**src/rtl/cnn_out_pkg.sv**
```systemverilog
// Shared widths, FSM state encoding and FIFO entry layout for the CNN output collector.
package cnn_out_pkg;
    localparam int DATA_W = 32;
    localparam int DEPTH  = 8;
    localparam int PTR_W  = 3;
    localparam int CNT_W  = 8;

    typedef enum logic {
        IDLE = 1'b0,
        HOLD = 1'b1
    } state_t;

    typedef struct packed {
        logic              last;
        logic [DATA_W-1:0] data;
    } entry_t;
endpackage

```
**src/rtl/cnn_out_collector_if.sv**
```systemverilog
// CNN word stream in, framed FIFO stream out, plus status; slave is the collector side.
interface cnn_out_collector_if;
    import cnn_out_pkg::*;

    logic              in_valid;
    logic [DATA_W-1:0] in_data;
    logic              dout_valid;
    logic              dout_ready;
    logic [DATA_W-1:0] dout_data;
    logic              dout_last;
    logic              overflow;
    logic [CNT_W-1:0]  frame_cnt;

    modport slave (
        input  in_valid, in_data, dout_ready,
        output dout_valid, dout_data, dout_last, overflow, frame_cnt
    );

    modport master (
        output in_valid, in_data, dout_ready,
        input  dout_valid, dout_data, dout_last, overflow, frame_cnt
    );
endinterface

```
**src/rtl/cnn_out_fifo.sv**
```systemverilog
// 8-entry FIFO of {last, data}; head is registered storage, push+pop allowed at full.
// A push into a full FIFO without a concurrent pop is silently dropped.
module cnn_out_fifo
    import cnn_out_pkg::*;
(
    input  logic   clk,
    input  logic   rst,
    input  logic   push_i,
    input  entry_t push_dat_i,
    input  logic   pop_i,
    output logic   full_o,
    output logic   empty_o,
    output entry_t head_o
);
    localparam logic [PTR_W:0] FULL_CNT = (PTR_W+1)'(DEPTH);

    entry_t           mem_q [DEPTH];
    logic [PTR_W-1:0] wr_q, wr_d, rd_q, rd_d;
    logic [PTR_W:0]   cnt_q, cnt_d;
    logic             do_push, do_pop;

    assign empty_o = (cnt_q == '0);
    assign full_o  = (cnt_q == FULL_CNT);
    assign do_pop  = pop_i & ~empty_o;
    // A pop frees the slot the same edge, so a full FIFO can still accept.
    assign do_push = push_i & (~full_o | do_pop);
    assign head_o  = empty_o ? '0 : mem_q[rd_q];

    always_comb begin
        wr_d  = do_push ? wr_q + PTR_W'(1) : wr_q;
        rd_d  = do_pop  ? rd_q + PTR_W'(1) : rd_q;
        cnt_d = cnt_q;
        case ({do_push, do_pop})
            2'b10:   cnt_d = cnt_q + (PTR_W+1)'(1);
            2'b01:   cnt_d = cnt_q - (PTR_W+1)'(1);
            default: cnt_d = cnt_q;
        endcase
    end

    always_ff @(posedge clk or posedge rst) begin
        if (rst) begin
            wr_q  <= '0;
            rd_q  <= '0;
            cnt_q <= '0;
        end else begin
            wr_q  <= wr_d;
            rd_q  <= rd_d;
            cnt_q <= cnt_d;
        end
    end

    always_ff @(posedge clk) begin
        if (do_push) mem_q[wr_q] <= push_dat_i;
    end
endmodule

```
**src/rtl/cnn_out_collector.sv**
```systemverilog
// Frames a CNN valid burst into FIFO entries, tagging the final word via a one-word hold stage.
// Two-edge input-to-output latency; never stalls the CNN, drops words when the FIFO is full.
module cnn_out_collector
    import cnn_out_pkg::*;
(
    input  logic                clk,
    input  logic                rst,
    cnn_out_collector_if.slave  bus
);
    state_t            state_q, state_d;
    logic [DATA_W-1:0] hold_q, hold_d;
    logic [CNT_W-1:0]  frame_cnt_q, frame_cnt_d;
    logic              overflow_q, overflow_d;
    logic              push, pop, full, empty;
    entry_t            push_dat, head;

    cnn_out_fifo u_fifo (
        .clk        (clk),
        .rst        (rst),
        .push_i     (push),
        .push_dat_i (push_dat),
        .pop_i      (pop),
        .full_o     (full),
        .empty_o    (empty),
        .head_o     (head)
    );

    assign pop            = ~empty & bus.dout_ready;
    assign bus.dout_valid = ~empty;
    assign bus.dout_data  = head.data;
    assign bus.dout_last  = head.last;
    assign bus.overflow   = overflow_q;
    assign bus.frame_cnt  = frame_cnt_q;

    // The held word is only known to be last once in_valid drops behind it.
    always_comb begin
        state_d     = state_q;
        hold_d      = hold_q;
        frame_cnt_d = frame_cnt_q;
        push        = 1'b0;
        push_dat    = '0;
        case (state_q)
            IDLE: begin
                if (bus.in_valid) begin
                    state_d = HOLD;
                    hold_d  = bus.in_data;
                end
            end
            HOLD: begin
                push          = 1'b1;
                push_dat.data = hold_q;
                if (bus.in_valid) begin
                    push_dat.last = 1'b0;
                    hold_d        = bus.in_data;
                end else begin
                    push_dat.last = 1'b1;
                    state_d       = IDLE;
                    frame_cnt_d   = frame_cnt_q + CNT_W'(1);
                end
            end
            default: state_d = IDLE;
        endcase
        overflow_d = overflow_q | (push & full & ~pop);
    end

    always_ff @(posedge clk or posedge rst) begin
        if (rst) begin
            state_q     <= IDLE;
            hold_q      <= '0;
            frame_cnt_q <= '0;
            overflow_q  <= 1'b0;
        end else begin
            state_q     <= state_d;
            hold_q      <= hold_d;
            frame_cnt_q <= frame_cnt_d;
            overflow_q  <= overflow_d;
        end
    end
endmodule

```
**src/flat_wrapper.sv**
```systemverilog
// flat-port wrapper written by rule: the top's interface ports become plain ports
module cnn_out_collector_flat import cnn_out_pkg::*;
  (clk, rst, bus_in_valid, bus_in_data, bus_dout_ready, bus_dout_valid, bus_dout_data, bus_dout_last, bus_overflow, bus_frame_cnt);
  cnn_out_collector_if bus_i ();
  input  logic clk;
  input  logic rst;
  input wire logic [$bits(bus_i.in_valid)-1:0] bus_in_valid;
  input wire logic [$bits(bus_i.in_data)-1:0] bus_in_data;
  input wire logic [$bits(bus_i.dout_ready)-1:0] bus_dout_ready;
  output wire logic [$bits(bus_i.dout_valid)-1:0] bus_dout_valid;
  output wire logic [$bits(bus_i.dout_data)-1:0] bus_dout_data;
  output wire logic [$bits(bus_i.dout_last)-1:0] bus_dout_last;
  output wire logic [$bits(bus_i.overflow)-1:0] bus_overflow;
  output wire logic [$bits(bus_i.frame_cnt)-1:0] bus_frame_cnt;
  assign bus_i.in_valid = bus_in_valid;
  assign bus_i.in_data = bus_in_data;
  assign bus_i.dout_ready = bus_dout_ready;
  assign bus_dout_valid = bus_i.dout_valid;
  assign bus_dout_data = bus_i.dout_data;
  assign bus_dout_last = bus_i.dout_last;
  assign bus_overflow = bus_i.overflow;
  assign bus_frame_cnt = bus_i.frame_cnt;
  cnn_out_collector u_core (.clk(clk), .rst(rst), .bus(bus_i));
endmodule
```
**config.mk**
```make
export PLATFORM = sky130hd
export DESIGN_NAME = cnn_out_collector_flat
export DESIGN_NICKNAME = d
export VERILOG_FILES = /design/src/rtl/cnn_out_pkg.sv /design/src/rtl/cnn_out_collector_if.sv /design/src/rtl/cnn_out_fifo.sv /design/src/rtl/cnn_out_collector.sv /design/src/flat_wrapper.sv
export SDC_FILE = /design/constraint.sdc
export NUM_CORES = 1
export LEC_CHECK = 0
export BUFFER_PORTS_ARGS = -buffer_cell sky130_fd_sc_hd__clkbuf_2
export CORE_MARGIN = 3
export CORE_UTILIZATION = 50
export DETAILED_ROUTE_END_ITERATION = 6
export PLACE_DENSITY = 0.76
export SYNTH_ARGS = -nofsm -noshare
export SYNTH_HDL_FRONTEND = slang
export SYNTH_SLANG_ARGS = --single-unit
```
**constraint.sdc**
```tcl
create_clock -name clk -period 5.77 [get_ports clk]
set_clock_uncertainty 0.2 [all_clocks]
set_input_delay 0.577 -clock clk [delete_from_list [all_inputs] [get_ports clk]]
set_output_delay 0.577 -clock clk [all_outputs]
set_load 0.02 [all_outputs]
```
==> impl_metrics.xml <==
<?xml version="1.0" encoding="UTF-8"?>
<metrics>
  <group name="place">
    <metric name="dp_cells" unit="">989</metric>
    <metric name="globalplace.congestion" unit="">0.747</metric>
    <metric name="io_buffer_count" unit="">78</metric>
    <metric name="place_hpwl" unit="um">13100</metric>
  </group>
  <group name="synthesis">
    <metric name="synth_top_cells_by_area" unit="">edfxtp_1 64%, mux4_2 12%, dfrtp_1 10%</metric>
    <metric name="netlist.top_cell.by_area" unit="">edfxtp_1</metric>
    <metric name="synth.ff_latch_count" unit="">316</metric>
    <metric name="synth_area_per_cell" unit="um^2">20.2</metric>
    <metric name="syn_inst" unit="">613</metric>
    <metric name="synthesis.nets" unit="">655</metric>
    <metric name="combined_area_of_all_synthesized_cells" unit="mm^2">0.0124</metric>
    <metric name="synth-async-reset-ratio" unit="%">16.5</metric>
    <metric name="netlist-cell-type-count" unit="">35</metric>
    <metric name="synth_ff_type" unit="">edfxtp_1</metric>
    <metric name="synth-seq-area-share" unit="%">74.5</metric>
    <metric name="synth_enable_flop_cells" unit="">264</metric>
    <metric name="synth_largest_type_area_fraction" unit="%">64.0</metric>
    <metric name="ys.warnings.count" unit="">0</metric>
  </group>
  <group name="clocking">
    <metric name="cts_made_buffers" unit="">30</metric>
    <metric name="ctsHoldBuffers" unit="">0</metric>
    <metric name="cts.reportedPaths.clkPinSlew" unit="ns">0.06</metric>
    <metric name="cts_tree" unit="">yes</metric>
    <metric name="htreeDepth" unit="">1</metric>
    <metric name="postCtsSetupRepairBufs" unit="">0</metric>
    <metric name="worst_skew_pair.late_latency" unit="ns">0.54</metric>
    <metric name="clk_path_buf_depth" unit="">3</metric>
    <metric name="cts_root_buf" unit="">clkbuf_16</metric>
    <metric name="ctsResizeCount" unit="">0</metric>
    <metric name="cts_sinks" unit="">316</metric>
  </group>
  <group name="worst_setup_path">
    <metric name="crit-reg2reg-capture" unit="">u_core.u_fifo.cnt_q[2]</metric>
    <metric name="required_time_of_the_critical_path" unit="ns">4.99</metric>
    <metric name="cpPeakStageDelay" unit="ns">1.12</metric>
    <metric name="cpMaxStageDelayCell" unit="">dfrtp_4</metric>
    <metric name="endpoint" unit="">bus_dout_data[5]</metric>
    <metric name="path_max_fanout" unit="">53</metric>
    <metric name="worst-r2r-setup-slack" unit="ns">2.46</metric>
    <metric name="timing.critical_path.buf_inv" unit="">2</metric>
    <metric name="timing.critical_path.arrival" unit="ns">3.13</metric>
    <metric name="cp_cell_sequence" unit="">buf_4 &gt; mux4_2 &gt; mux2i_1 &gt; nor2_1 &gt; clkbuf_2</metric>
    <metric name="reg2reg_from" unit="">u_core.u_fifo.cnt_q[2]</metric>
    <metric name="critPathCaptureType" unit="">primary output</metric>
    <metric name="worst-path-stages" unit="">5</metric>
    <metric name="worst_setup_path_startpoint" unit="">u_core.u_fifo.rd_q[0]</metric>
    <metric name="setup.worst_path.class" unit="">flip-flop to primary output</metric>
    <metric name="critPathTopFamily" unit="">flip-flops</metric>
    <metric name="rr_worst_depth" unit="">11</metric>
    <metric name="worst_setup_path_start_kind" unit="">flip-flop</metric>
  </group>
  <group name="timing">
    <metric name="timing_max_transition_violations_final" unit="">0</metric>
    <metric name="worst_slew_pin_slew" unit="ns">1.05</metric>
    <metric name="period_minus_slack" unit="ns">3.90</metric>
    <metric name="report.final.setup_viol" unit="">0</metric>
    <metric name="rsz_0062_raised_after_global_routing" unit="">false</metric>
    <metric name="relSlewSlack" unit="%">29.6</metric>
    <metric name="ratio_of_final_minimum_period_to_clock_period" unit="%">67.7</metric>
    <metric name="maxClockFrequency" unit="GHz">0.256</metric>
    <metric name="setup-tns-final" unit="ns">0</metric>
    <metric name="final_hold_viol_count" unit="">0</metric>
  </group>
  <group name="hold_path">
    <metric name="holdCritPathClass" unit="">input pin to async pin</metric>
  </group>
  <group name="route">
    <metric name="totalWireLength" unit="um">23500</metric>
    <metric name="post_drt_via_cell_ratio" unit="">5.64</metric>
    <metric name="dr.pass1.iters" unit="">5</metric>
    <metric name="drc" unit="">0</metric>
    <metric name="total_number_of_vias" unit="">5891</metric>
    <metric name="detailedRoute.firstIterationViolations" unit="">509</metric>
    <metric name="avgRoutedWirePerCell" unit="um">22.5</metric>
    <metric name="drt.antenna.violating_nets" unit="">0</metric>
  </group>
  <group name="floorplan">
    <metric name="i_o_pin_total" unit="">79</metric>
    <metric name="dieArea" unit="mm^2">0.0267</metric>
    <metric name="fp.coreArea" unit="mm^2">0.0239</metric>
    <metric name="initial_core_util" unit="%">51.9</metric>
    <metric name="core.rowCount" unit="">56</metric>
    <metric name="fp.dieW" unit="um">163</metric>
    <metric name="floorplan.die.height" unit="um">163</metric>
  </group>
  <group name="global_routing">
    <metric name="number_of_antenna_violations_at_the_first_check_in_global_routing" unit="">0</metric>
    <metric name="grt_pass1_wl" unit="um">37100</metric>
    <metric name="gr_ovfl_total" unit="">0</metric>
    <metric name="maximum_number_of_pins_on_one_net_before_global_route_repair" unit="">69</metric>
    <metric name="grt_pass1_vias" unit="">6460</metric>
    <metric name="grtUsageTotal" unit="%">18.3</metric>
  </group>
  <group name="flow_run">
    <metric name="number_of_violations_of_the_max_capacitance_limit" unit="">0</metric>
  </group>
  <group name="final_layout">
    <metric name="postLayoutCoreUtil" unit="%">59.4</metric>
    <metric name="drive_above_1_share" unit="%">30.0</metric>
    <metric name="area_growth" unit="%">14.4</metric>
    <metric name="final_net_count" unit="">744</metric>
    <metric name="antenna-diode-count" unit="">0</metric>
    <metric name="layoutNonFillerInstCount" unit="">1045</metric>
  </group>
  <group name="power">
    <metric name="cellLeakagePower" unit="nW">5.06</metric>
    <metric name="cellPowerDensity" unit="mW/mm^2">511</metric>
    <metric name="irDropWorstVdd" unit="mV">0.262</metric>
  </group>
  <group name="status">
    <metric name="result_of_the_run" unit="">complete, no violations</metric>
  </group>
</metrics>
[state kept, by name, indices dropped and copies added, names as in the netlist]
signal                flops
u_core.bus.frame_cnt      8
u_core.u_fifo.wr_q        3
u_core.state_q            1
u_core.bus.overflow       1
u_core.u_fifo.mem_q     264
u_core.hold_q            32
u_core.u_fifo.rd_q        3
u_core.u_fifo.cnt_q       4
[worst min-delay path by stage]
stage                        startpoint                   to  slack (ns)  cells past startpoint
global route            bus_in_data[25]    u_core.hold_q[25]        0.04                      2
detailed placement  u_core.bus.overflow  u_core.bus.overflow        0.25                      1
floorplan              u_core.hold_q[0]     u_core.hold_q[0]        0.25                      1
finish                              rst    u_core.hold_q[29]        0.03                      3
global placement    u_core.bus.overflow  u_core.bus.overflow        0.25                      1
CTS                     bus_in_data[27]    u_core.hold_q[27]        0.03                      2
[worst min-delay path, cell delays in order]
cell,delay [ns]
clkbuf_2,0.08
inv_2,0.03
buf_4,0.59
[cell usage after synthesis, types with 6 or more instances]
cell type  instances
clkbuf_1          14
buf_1              9
mux4_2            66
mux2i_1           33
edfxtp_1         264
xnor2_1            9
nor2_1            39
mux2_1            34
ha_1               6
dfrtp_1           52
xor2_1             7
and2_1            32
[routing by layer]
layer	GRT usage (%)	share of wire, %
met4	4.11	1.4
met5	0	0
met1	26.1	43
met2	30.2	50
met3	2.94	5.5
[where the power goes]
group / leakage (nW) / internal (mW) / switching [mW]
combinational: 1.51 / 0.920 / 1.10
clock: 0.489 / 1.18 / 0.792
sequential: 3.05 / 2.87 / 0.380
total: 5.06 / 4.97 / 2.27
[cells in the final DEF (no fill, tap or decap), types with 6 or more instances in the layout]
master     synthesis  layout
and2_1            32      32
buf_4              3      12
clkbuf_1          14       6
clkbuf_16          0      31
clkbuf_2           0      78
clkinv_1           0       6
dfrtp_1           52      49
edfxtp_1         264     264
ha_1               6       6
mux2_1            34      34
mux2i_1           33      33
mux4_2            66      66
nor2_1            39      36
xnor2_1            9       9
xor2_1             7       7
[area by class of cell]
class                      instances  area, um^2
multi-input combinational        261        3050
inverter                           3        11.3
timing repair buffer              90         480
fill                            1716        9710
clock buffer                      39         826
tap                              319         399
clock inverter                    17         183
sequential                       316        9240
[stage by stage]
| step | area [um^2] | worst slack, ns | total power, mW | hold WS (ns) |
|---|---|---|---|---|
| finish | 14200 | 1.87 | 7.25 | 0.0295 |
| global route | 14200 | 1.57 | 7.61 | 0.0385 |
| CTS | 14200 | 1.76 | 7.35 | 0.0306 |
| detailed placement | 13200 | 2.34 | 5.37 | 0.246 |
| global placement | 13200 | 2.38 | 5.30 | 0.255 |
| floorplan | 12400 | 1.04 | 4.69 | 0.249 |
[cells by family (layout without fill, tap and decap cells)]
group / Yosys count / after routing / share of synthesized area (%)
mux: 135 / 135 / 18.0
xor+xnor: 16 / 16 / 1.13
fa+ha+maj: 6 / 6 / 0.606
flops: 316 / 316 / 74.5
simple gates: 97 / 97 / 4.10
buf+inv: 36 / 149 / 1.35
compound gates: 7 / 7 / 0.394
Note: power is estimated with default switching activity, not from simulation.
